--- src/rtl/gobou_seq.sv ---
// gobou_seq: FC-layer sequencer for the gobou core; each neuron takes 1+N+RD_LAT+MAC_LAT+4 cycles.
// No backpressure: a rising edge on req starts a layer only while idle (ack=1); later edges are ignored.
module gobou_seq #(
  parameter int LWIDTH  = 12,
  parameter int IADDR   = 12,
  parameter int WADDR   = 16,
  parameter int OADDR   = 12,
  parameter int RD_LAT  = 1,
  parameter int MAC_LAT = 2
) (
  input  logic              clk,
  input  logic              xrst,
  input  logic              req,
  input  logic [LWIDTH-1:0] total_in,
  input  logic [LWIDTH-1:0] total_out,
  input  logic [WADDR-1:0]  w_base,
  output logic              ack,
  output logic [IADDR-1:0]  input_addr,
  output logic [WADDR-1:0]  weight_addr,
  output logic [OADDR-1:0]  output_addr,
  output logic              output_we,
  output logic              accum_rst,
  output logic              accum_we,
  output logic              mac_oe,
  output logic              breg_we,
  output logic              bias_oe,
  output logic              relu_oe
);
  typedef enum logic [2:0] {IDLE, BIAS, ACC, DRAIN, OUT} state_t;

  // Last DRAIN cycle: mac_oe registered here lands MAC_LAT cycles after the final accumulate.
  localparam logic [3:0] DRAIN_LAST = 4'(RD_LAT + MAC_LAT - 1);

  state_t              state_q, state_d;
  logic [LWIDTH-1:0]   n_q, n_d, m_q, m_d, j_q, j_d, i_q, i_d;
  logic [WADDR-1:0]    nb_q, nb_d;
  logic [3:0]          cnt_q, cnt_d;
  logic                req_q, start;
  logic [RD_LAT-1:0]   bias_dl_q, bias_dl_d, acc_dl_q, acc_dl_d;
  logic                bias_iss, acc_iss;
  logic                ack_q, ack_d;
  logic [IADDR-1:0]    input_addr_q, input_addr_d;
  logic [WADDR-1:0]    weight_addr_q, weight_addr_d;
  logic [OADDR-1:0]    output_addr_q, output_addr_d;
  logic                output_we_q, output_we_d;
  logic                bias_pulse_q, bias_pulse_d;
  logic                accum_we_q, accum_we_d;
  logic                mac_oe_q, mac_oe_d, bias_oe_q, bias_oe_d, relu_oe_q, relu_oe_d;

  assign start = req & ~req_q;

  always_comb begin
    state_d       = state_q;
    n_d           = n_q;
    m_d           = m_q;
    nb_d          = nb_q;
    j_d           = j_q;
    i_d           = i_q;
    cnt_d         = cnt_q;
    ack_d         = 1'b0;
    input_addr_d  = input_addr_q;
    weight_addr_d = weight_addr_q;
    output_addr_d = output_addr_q;
    output_we_d   = 1'b0;
    mac_oe_d      = 1'b0;
    bias_oe_d     = 1'b0;
    relu_oe_d     = 1'b0;
    bias_iss      = 1'b0;
    acc_iss       = 1'b0;

    case (state_q)
      IDLE: begin
        ack_d = 1'b1;
        if (start) begin
          n_d     = total_in;
          m_d     = total_out;
          nb_d    = w_base;
          j_d     = '0;
          ack_d   = 1'b0;
          state_d = (total_out == '0) ? IDLE : BIAS;
        end
      end
      BIAS: begin
        weight_addr_d = nb_q;
        bias_iss      = 1'b1;
        i_d           = '0;
        cnt_d         = '0;
        state_d       = (n_q == '0) ? DRAIN : ACC;
      end
      ACC: begin
        input_addr_d  = IADDR'(i_q);
        weight_addr_d = nb_q + WADDR'(i_q) + WADDR'(1);
        acc_iss       = 1'b1;
        i_d           = i_q + LWIDTH'(1);
        if (i_q == n_q - LWIDTH'(1)) state_d = DRAIN;
      end
      DRAIN: begin
        cnt_d = cnt_q + 4'd1;
        if (cnt_q == DRAIN_LAST) begin
          mac_oe_d = 1'b1;
          cnt_d    = '0;
          state_d  = OUT;
        end
      end
      OUT: begin
        cnt_d = cnt_q + 4'd1;
        case (cnt_q)
          4'd0: bias_oe_d = 1'b1;
          4'd1: relu_oe_d = 1'b1;
          4'd2: begin
            output_we_d   = 1'b1;
            output_addr_d = OADDR'(j_q);
          end
          default: begin
            cnt_d = cnt_q;
            if ((bias_dl_q == '0) && (acc_dl_q == '0)) begin
              cnt_d = '0;
              j_d   = j_q + LWIDTH'(1);
              nb_d  = nb_q + WADDR'(n_q) + WADDR'(1);
              if (j_q == m_q - LWIDTH'(1)) begin
                state_d = IDLE;
                ack_d   = 1'b1;
              end else begin
                state_d = BIAS;
              end
            end
          end
        endcase
      end
      default: state_d = IDLE;
    endcase

    // Pulses ride behind their address by RD_LAT cycles so they meet the data on the buses.
    bias_dl_d    = (bias_dl_q << 1) | RD_LAT'(bias_iss);
    acc_dl_d     = (acc_dl_q << 1) | RD_LAT'(acc_iss);
    bias_pulse_d = bias_dl_q[RD_LAT-1];
    accum_we_d   = acc_dl_q[RD_LAT-1];
  end

  always_ff @(posedge clk or negedge xrst) begin
    if (!xrst) begin
      state_q       <= IDLE;
      n_q           <= '0;
      m_q           <= '0;
      nb_q          <= '0;
      j_q           <= '0;
      i_q           <= '0;
      cnt_q         <= '0;
      req_q         <= 1'b0;
      bias_dl_q     <= '0;
      acc_dl_q      <= '0;
      ack_q         <= 1'b1;
      input_addr_q  <= '0;
      weight_addr_q <= '0;
      output_addr_q <= '0;
      output_we_q   <= 1'b0;
      bias_pulse_q  <= 1'b0;
      accum_we_q    <= 1'b0;
      mac_oe_q      <= 1'b0;
      bias_oe_q     <= 1'b0;
      relu_oe_q     <= 1'b0;
    end else begin
      state_q       <= state_d;
      n_q           <= n_d;
      m_q           <= m_d;
      nb_q          <= nb_d;
      j_q           <= j_d;
      i_q           <= i_d;
      cnt_q         <= cnt_d;
      req_q         <= req;
      bias_dl_q     <= bias_dl_d;
      acc_dl_q      <= acc_dl_d;
      ack_q         <= ack_d;
      input_addr_q  <= input_addr_d;
      weight_addr_q <= weight_addr_d;
      output_addr_q <= output_addr_d;
      output_we_q   <= output_we_d;
      bias_pulse_q  <= bias_pulse_d;
      accum_we_q    <= accum_we_d;
      mac_oe_q      <= mac_oe_d;
      bias_oe_q     <= bias_oe_d;
      relu_oe_q     <= relu_oe_d;
    end
  end

  assign ack         = ack_q;
  assign input_addr  = input_addr_q;
  assign weight_addr = weight_addr_q;
  assign output_addr = output_addr_q;
  assign output_we   = output_we_q;
  assign accum_rst   = bias_pulse_q;
  assign breg_we     = bias_pulse_q;
  assign accum_we    = accum_we_q;
  assign mac_oe      = mac_oe_q;
  assign bias_oe     = bias_oe_q;
  assign relu_oe     = relu_oe_q;
endmodule

--- config.mk ---
export PLATFORM = sky130hd
export DESIGN_NAME = gobou_seq
export DESIGN_NICKNAME = d
export VERILOG_FILES = /design/src/rtl/gobou_seq.sv
export SDC_FILE = /design/constraint.sdc
export NUM_CORES = 1
export LEC_CHECK = 0
export ABC_CLOCK_PERIOD_IN_PS = 3600
export BUFFER_PORTS_ARGS = -buffer_cell sky130_fd_sc_hd__buf_4
export CAP_MARGIN = 20
export CORE_ASPECT_RATIO = 0.6
export CORE_MARGIN = 2
export CORE_UTILIZATION = 31
export DETAILED_ROUTE_END_ITERATION = 8
export GPL_ROUTABILITY_DRIVEN = 0
export HOLD_SLACK_MARGIN = 0.12
export PLACE_DENSITY = 0.57
export SLEW_MARGIN = 20
export SYNTH_ARGS = -nofsm -noshare
export SYNTH_HDL_FRONTEND = slang
export SYNTH_SLANG_ARGS = --single-unit
--- constraint.sdc ---
create_clock -name clk -period 3.6 [get_ports clk]
set_input_delay 0.18 -clock clk [delete_from_list [all_inputs] [get_ports clk]]
set_output_delay 0.18 -clock clk [all_outputs]
set_load 0.01 [all_outputs]
======== Word level (Yosys, flattened, before mapping) ========
Index checks and enable logic that the tools add are counted.
operators by class
  eq/ne operators ......................... 14
  bitwise gates (word level) .............. 4
  reductions and logical operators ........ 14
  add/subtract/negate cells ............... 9
  muxes and demuxes ....................... 37
operators by type and width
  kind                     number
  $pmux W16 S2             2
  $mux W16                 3
  $pmux W12 S2             2
  $mux W12                 3
  $add A16 B1 Y16 const B  2
  $add A16 B12 Y16         2
  $add A12 B1 Y12 const B  2
  $eq A12 B12 Y1           2
  $logic_not A12 Y1        2
  $sub A12 B1 Y12 const B  2
  $mux W1                  16
  $mux W3                  5
  $pmux W3 S5              1
  $mux W4                  3
  $pmux W4 S3              1
  $ne A2 B2 Y1 const B     5
  $eq A3 B2 Y1 const B     2
  $reduce_and A2 Y1        3
  $reduce_and A5 Y1        1
  $add A4 B1 Y4 const B    1
  $eq A4 B1 Y1 const B     1
  $eq A4 B2 Y1 const B     1
  $logic_not A4 Y1         1
  $reduce_and A4 Y1        1
  11 further kinds         14
word-level totals
  output and inout port bits .............. 48
  logic and storage cells ................. 98
  register bits after elaboration ......... 121

======== Logic depth before layout (Yosys ltp) ========
Gate-level depths: netlist (run 1).
  depth after elaboration ................. 6
  depth in mapped cells ................... 11
  mapped depth without buffers ............ 11

======== Worst setup path after synthesis (run 1) ========
Ideal clock, no wire load.
  kind .................................... reg-to-reg
  from .................................... reg i_q[0]
  to ...................................... reg weight_addr_q[14] (netlist: weight_addr[14])
  arrival time ............................ 2642 ps
  buffers on the path ..................... 0
  stages on the path, launching flop included .. 12
  library setup time ...................... 123 ps
  path slack .............................. 836 ps
  clock period less this slack ............ 2764 ps
  required time ........................... 3477 ps
  cell sequence ........................... dfrtp_1 inv_1 ha_1 inv_1 fa_1 a21o_1 a21o_1 a2111oi_0 nor3_1 o21ai_0 o21ai_0 o221a_2
on the way
  longest elaborated chain between the ends .. 3
RTL lines
  element                   line  text
  start: declaration        35    logic [LWIDTH-1:0] n_q, n_d, m_q, m_d, j_q, j_d, i_q, i_d;
  start signal: assignment  168   i_q <= i_d;
  $add A16 B12 Y16          92    weight_addr_d = nb_q + WADDR'(i_q) + WADDR'(1);
  $add A16 B1 Y16           92
  $pmux W16 S2              71    case (state_q)
  end signal: assignment    175   weight_addr_q <= weight_addr_d;
  end: declaration          43    logic [WADDR-1:0] weight_addr_q, weight_addr_d;
No other way between the ends.
A chain may end at the register's enable or synchronous reset.

======== Worst setup path in the final report (run 1) ========
Same ends and word-level chain as after synthesis.

==> run_results.csv, run 1 <==
group,metric,value,unit
synthesis,ys_ff_latch,121,
sta,setup_viol,0,
layout,fillers,2253,
clocking,clkSlewWorstSetupHoldPaths,0.06,ns
global_routing,grt_pass1_wl,33.8,mm
route,dr_total_vias,6095,
setup_path,slowest_delay,0.42,ns
sta,setup_slack,0.623,ns
layout,nets,957,
sta,fmax,336,MHz
floorplan,dieArea,0.0239,sq mm
sta,finalCritPeriodShare,0.827,
status,outcome,"finished, final reports clean",
setup_path,arrival,3.28,ns
floorplan,start_util,0.317,
global_routing,grt_use_total,0.187,
setup_path,cp_num_buf_inv,3,
clocking,cts_root_buf,"clkbuf_16",
placement,pre_cts_slack,0.643,ns
floorplan,io_pins,91,
global_routing,antenna_found_initial,0,
sta,hold_viol,0,
route,avgRoutedWirePerCell,17.9,um
synthesis,yosysUniqueCellTypes,65,
clocking,tritoncts,"done",
synthesis,yosys.area.top_type,"dfrtp_1",
setup_path,reg2reg_setup_slack,0.62,ns
route,drc,0,
synthesis,synth_area,0.00703,sq mm
route,dr.pass1.iters,5,
synthesis,syn_inst,752,
power,peakVddDrop,0.392,mV
placement,portBuffers,90,
floorplan,die_w,198,um
sta,tightestPinTransition,0.780,ns
clocking,max-clock-path-buffers,2,
setup_path,rr_endpoint,"weight_addr[14]",
setup_path,path_cells,"inv_1 > ha_1 > inv_1 > fa_1 > a21o_1 > a21o_1 > a2111oi_0 > buf_4 > nor3_1 > o21ai_0 > o21ai_0 > o221a_2",
global_routing,grt_pass1_vias,5724,
clocking,ctsResizeCount,0,
synthesis,synth_seq_area_share,0.431,
placement,dp_hpwl,15.8,mm
setup_path,cp_top_family,"compound AO/OA/AOI/OAI gates",
min_path,hold_depth,4,
layout,antenna_cells,0,
power,powerDensity,833,mW/mm^2
route,wl,21.4,mm
route,vias_per_cell,5.07,
route,drt_iter0_markers,431,
clocking,post_cts_buffers,0,
layout,layout_common_cells,"dfrtp_1, nand2_1, buf_4",
floorplan,rows,42,
layout,final_common_cell,"dfrtp_1",
setup_path,crit_type,"reg2reg",
sta,grt_setup_unrepaired,"no",
synthesis,synth_top_area_frac,0.427,
sta,holdWs,0.132,ns
min_path,hp-start,"w_base[14]",
setup_path,path_max_fanout,4,
route,antenna_left,0,
synthesis,synthesis.nets,829,
synthesis,synthTopCellsByArea,"dfrtp_1, nand2_1, ha_1",
min_path,hold_path_end,"nb_q[14]",
clocking,clock_sinks,121,
setup_path,reg2reg_depth,12,
sta,finalSetupTns,0,ns
sta,fin_crit,2.98,ns
job,drv_cap,0,
synthesis,syn_area_per_cell,9.35,sq um
sta,finalClockSkew,0.00899,ns
synthesis,async_flop_share,1.00,
setup_path,critPathCaptureType,"flip-flop",
floorplan,die_height,121,um
global_routing,grt_max_degree,58,
sta,slew_headroom,0.480,
clocking,cts_made_buffers,17,
floorplan,core-area,0.0222,sq mm
synthesis,ys_warn_count,0,
global_routing,overflow,0,
layout,layout-drive-gt1-share,0.200,
synthesis,synth_flop_cell,"dfrtp_1",
setup_path,critPathRequiredTime,3.90,ns
min_path,hold_class,"in2reg",
clocking,clk_latency,0.42,ns
clocking,htreeDepth,4,
synthesis,synth_edf_count,0,
layout,syn_to_final_growth,28.8,%
setup_path,cp_slowest_cell,"dfrtp_1",
sta,slew_viol_final,0,
setup_path,r2r_start,"i_q[0]",
power,leakage,4.10,nW
setup_path,start_kind,"flip-flop",
worst reg2reg max path, stage by stage (launching register included):
cell	delay, ns
dfrtp_1	0.42
inv_1	0.13
ha_1	0.18
inv_1	0.05
fa_1	0.41
a21o_1	0.18
a21o_1	0.21
a2111oi_0	0.41
buf_4	0.20
nor3_1	0.04
o21ai_0	0.39
o21ai_0	0.13
o221a_2	0.13
how the worst max path moves through the flow:
stage,from,end,slack (ns),depth (start not counted)
global route,n_q[0],nb_q[14],0.31,11
global placement,i_q[0],weight_addr[14],0.72,12
floorplan,i_q[0],weight_addr[14],0.84,11
detailed placement,n_q[0],nb_q[14],0.64,11
CTS,n_q[0],nb_q[14],0.62,11
finish,i_q[0],weight_addr[14],0.62,12
power breakdown:
part           switching [W]  leakage [nW]  total (W)  internal [W]
clock               0.000625         0.287    0.00177       0.00114
combinational        0.00184          2.26    0.00336       0.00152
sequential          0.000651          1.55    0.00242       0.00177
cell usage after synthesis, types with 5 or more instances:
cell,number
and3_1,10
o21a_1,6
inv_1,20
nand2b_1,8
a21o_1,7
or4_1,5
nor4_1,14
clkbuf_1,27
mux2_2,32
nor2_1,45
dfrtp_1,120
a31oi_1,17
xor2_1,24
xnor2_1,36
nor2b_1,5
nand3_1,33
a22oi_1,6
a21oi_1,29
nand2_1,107
nand4_1,11
ha_1,32
o21ai_0,55
o211ai_1,11
mux2i_1,6
nor3_1,18
state kept, by name, summed over array words and instances (netlist names), 3 cells and up:
name and flops:
i_q 12, j_q 12, input_addr 12, nb_q 16, state_q 3, weight_addr 16
cnt_q 4, output_addr 12, m_q 12, n_q 12
cells by family after synthesis:
| family | after synthesis | synth area share |
|---|---|---|
| xor+xnor | 60 | 0.0747 |
| compound gates | 165 | 0.149 |
| buf+inv | 56 | 0.0336 |
| fa+ha+maj | 34 | 0.0626 |
| simple gates | 278 | 0.189 |
| flops | 121 | 0.431 |
| mux | 38 | 0.0598 |
cell type report:
cell class,instances,area [sq um],area share
Multi-Input combinational cell,575,3770,0.416
Clock buffer,25,485,0.0536
Inverter,20,75.1,0.00829
Timing Repair Buffer,145,1200,0.133
Sequential cell,121,3030,0.334
Clock inverter,7,115,0.0127
Tap cell,308,385,0.0425
through the flow:
stage / power (W) / area [sq um] / std cells / utilization
3_5_place_dp: 0.00570 / 8060 / 1129 / 0.363
3_3_place_gp: 0.00568 / 8060 / 1129 / 0.363
6_report: 0.00755 / 9060 / 1201 / 0.408
2_1_floorplan: 0.00458 / 7030 / 752 / -
5_1_grt: 0.00807 / 9060 / 1201 / 0.408
4_1_cts: 0.00753 / 9060 / 1201 / 0.408
repair_timing:
action / 4_1_cts / 5_1_grt
hold buffers: 40 / 0
endpoints found under the setup margin: 0 / 0
hold endpoints to repair: 94 / 0
routing by layer:
metal  wire length [um]  up-vias  GRT usage  share of wire
met5                  0        -          0              0
met4                182        0     0.0466         0.0085
met3               1510       21     0.0377          0.070
met2               7940      183      0.229           0.37
met1              11800     2930      0.316           0.55
li1                   -     2961          -              -
No activity file was read; power rests on OpenSTA's default activity.
==> run 2, diff against run 1 <==
- ABC_CLOCK_PERIOD_IN_PS: 3600 -> 2800
- clock period: 3.6 -> 2.8 ns (I/O delays scaled with it)
==> run_results.csv, run 2 (same netlist as run 1, synthesis figures left out) <==
group,metric,value,unit
setup_path,cp_slowest_cell,"fa_1",
setup_path,reg2reg_setup_slack,0.15,ns
power,seq_power_share,0.307,
status,outcome,"finished, final reports clean",
power,power,0.00985,W
clocking,max-clock-path-buffers,2,
global_routing,overflow,0,
layout,fillers,2244,
floorplan,io_pins,91,
route,vias_per_cell,5.12,
floorplan,rows,42,
power,clockPowerShare,0.224,
power,p_int,0.00570,W
layout,antenna_cells,0,
placement,dp_hpwl,16.4,mm
sta,finalClockSkew,0.00847,ns
sta,finalCritPeriodShare,0.945,
setup_path,reg2reg_depth,11,
power,peakVddDrop,0.584,mV
layout,final_common_cell,"buf_4",
sta,slew_viol_final,0,
setup_path,r2r_start,"n_q[0]",
setup_path,crit_top_cell,"inv_1",
sta,finalSetupTns,0,ns
route,avgRoutedWirePerCell,17.9,um
sta,setup_viol,0,
global_routing,grt_use_total,0.191,
route,antenna_left,0,
min_path,hold_depth,4,
sta,fmax,378,MHz
power,p_sw_frac,0.421,
clocking,cts_root_buf,"clkbuf_16",
setup_path,cp.depth,11,
setup_path,crit_path_end,"nb_q[14]",
floorplan,dieArea,0.0239,sq mm
setup_path,startpoint,"n_q[0]",
setup_path,cp_top_family,"compound AO/OA/AOI/OAI gates",
power,powerDensity,1070,mW/mm^2
setup_path,path_cells,"inv_1 > ha_1 > inv_1 > fa_1 > a21o_1 > a21oi_1 > o21ai_1 > a31o_2 > a21boi_1 > nor2_1 > a311o_1",
route,drc,0,
setup_path,path_max_fanout,4,
setup_path,arrival,2.96,ns
global_routing,antenna_found_initial,0,
layout,syn_to_final_growth,31.3,%
sta,hold_viol,0,
sta,grt_setup_unrepaired,"no",
route,dr.pass1.iters,5,
layout,ff_latch_area,0.00303,sq mm
layout,layout_common_cells,"buf_4, dfrtp_1, nand2_1",
setup_path,start_kind,"flip-flop",
global_routing,grt_max_degree,48,
floorplan,core-area,0.0222,sq mm
layout,multiInputGateArea,0.00378,sq mm
clocking,clkSlewWorstSetupHoldPaths,0.06,ns
power,power.switching,0.00415,W
layout,nets,980,
setup_path,crit_type,"reg2reg",
setup_path,cp_num_buf_inv,2,
global_routing,grt_pass1_wl,34.2,mm
clocking,tritoncts,"done",
job,drv_cap,0,
global_routing,grt_pass1_vias,5898,
min_path,hold_class,"in2reg",
clocking,clock_sinks,121,
placement,portBuffers,90,
sta,slew_headroom,0.582,
floorplan,die_height,121,um
sta,tightestPinTransition,0.627,ns
setup_path,slowest_delay,0.42,ns
clocking,htreeDepth,4,
floorplan,start_util,0.317,
sta,fin_crit,2.65,ns
clocking,clk_latency,0.43,ns
power,comb_power_share,0.469,
setup_path,critPathRequiredTime,3.11,ns
setup_path,rr_endpoint,"nb_q[14]",
power,leakage,4.20,nW
route,drt_iter0_markers,408,
route,dr_total_vias,6265,
setup_path,critPathCaptureType,"flip-flop",
clocking,cts_made_buffers,17,
layout,layout-drive-gt1-share,0.228,
floorplan,die_w,198,um
route,wl,21.9,mm
run 2: cell types whose count changed in the layout (fill, tap and decap cells not counted), moves of 2 or more:
cell / delta
o21ai_1: +2
buf_4: +22
clkbuf_1: -5
o21ai_0: -2
clkinvlp_4: +4
clkbuf_8: -2
clkinv_4: +3
run 2: metrics by stage:
step                      instances  setup slack (ns)  cell area, sq um  hold slack, ns  utilization
after floorplan                 752            0.0359              7030          -0.156            -
after global placement         1150            0.0820              8220           0.198        0.370
after detailed placement       1151            0.0567              8220           0.198        0.371
after CTS                      1224            0.0333              9220           0.133        0.416
after global routing           1224            0.0222              9240           0.157        0.416
final                          1224             0.154              9240           0.147        0.416
run 2: worst min-delay path, stage by stage:
cell     delay, ns
buf_4         0.09
nand3_1       0.07
nand3_1       0.12
a311o_1       0.11
run 2: layout make-up:
| cell class | instances | share of cell area |
|---|---|---|
| Clock buffer | 18 | 0.0476 |
| Clock inverter | 14 | 0.0163 |
| Inverter | 20 | 0.00813 |
| Multi-Input combinational cell | 575 | 0.409 |
| Sequential cell | 121 | 0.328 |
| Tap cell | 308 | 0.0417 |
| Timing Repair Buffer | 168 | 0.149 |
run 2: per-layer routing:
metal  GRT usage  share of wire
met1       0.306           0.53
met2       0.238           0.36
met3      0.0603          0.095
met4      0.0485         0.0095
met5           0              0
run 2: worst min path at each step:
stage                     startpoint   endpoint  slack [ns]
after floorplan                 xrst   acc_dl_q       -0.16
after global routing      w_base[14]   nb_q[14]        0.16
final                     w_base[14]   nb_q[14]        0.15
after global placement          xrst    bias_oe        0.20
after detailed placement        xrst  accum_rst        0.20
after CTS                 w_base[14]   nb_q[14]        0.13
run 2: repair_timing:
item                                    in CTS  in global routing
resized for setup                            0                  7
buffers inserted                             0                  0
endpoints found under the setup margin       0                  7
hold buffers                                41                  0
hold endpoints to repair                    81                  0
run 2: power groups by stage:
stage	clock (W)	combinational (W)	sequential, W
2_1_floorplan	0	0.00309	0.00280
3_3_place_gp	0	0.00444	0.00302
3_5_place_dp	0	0.00449	0.00302
4_1_cts	0.00225	0.00457	0.00300
5_1_grt	0.00235	0.00511	0.00310
6_report	0.00221	0.00462	0.00302
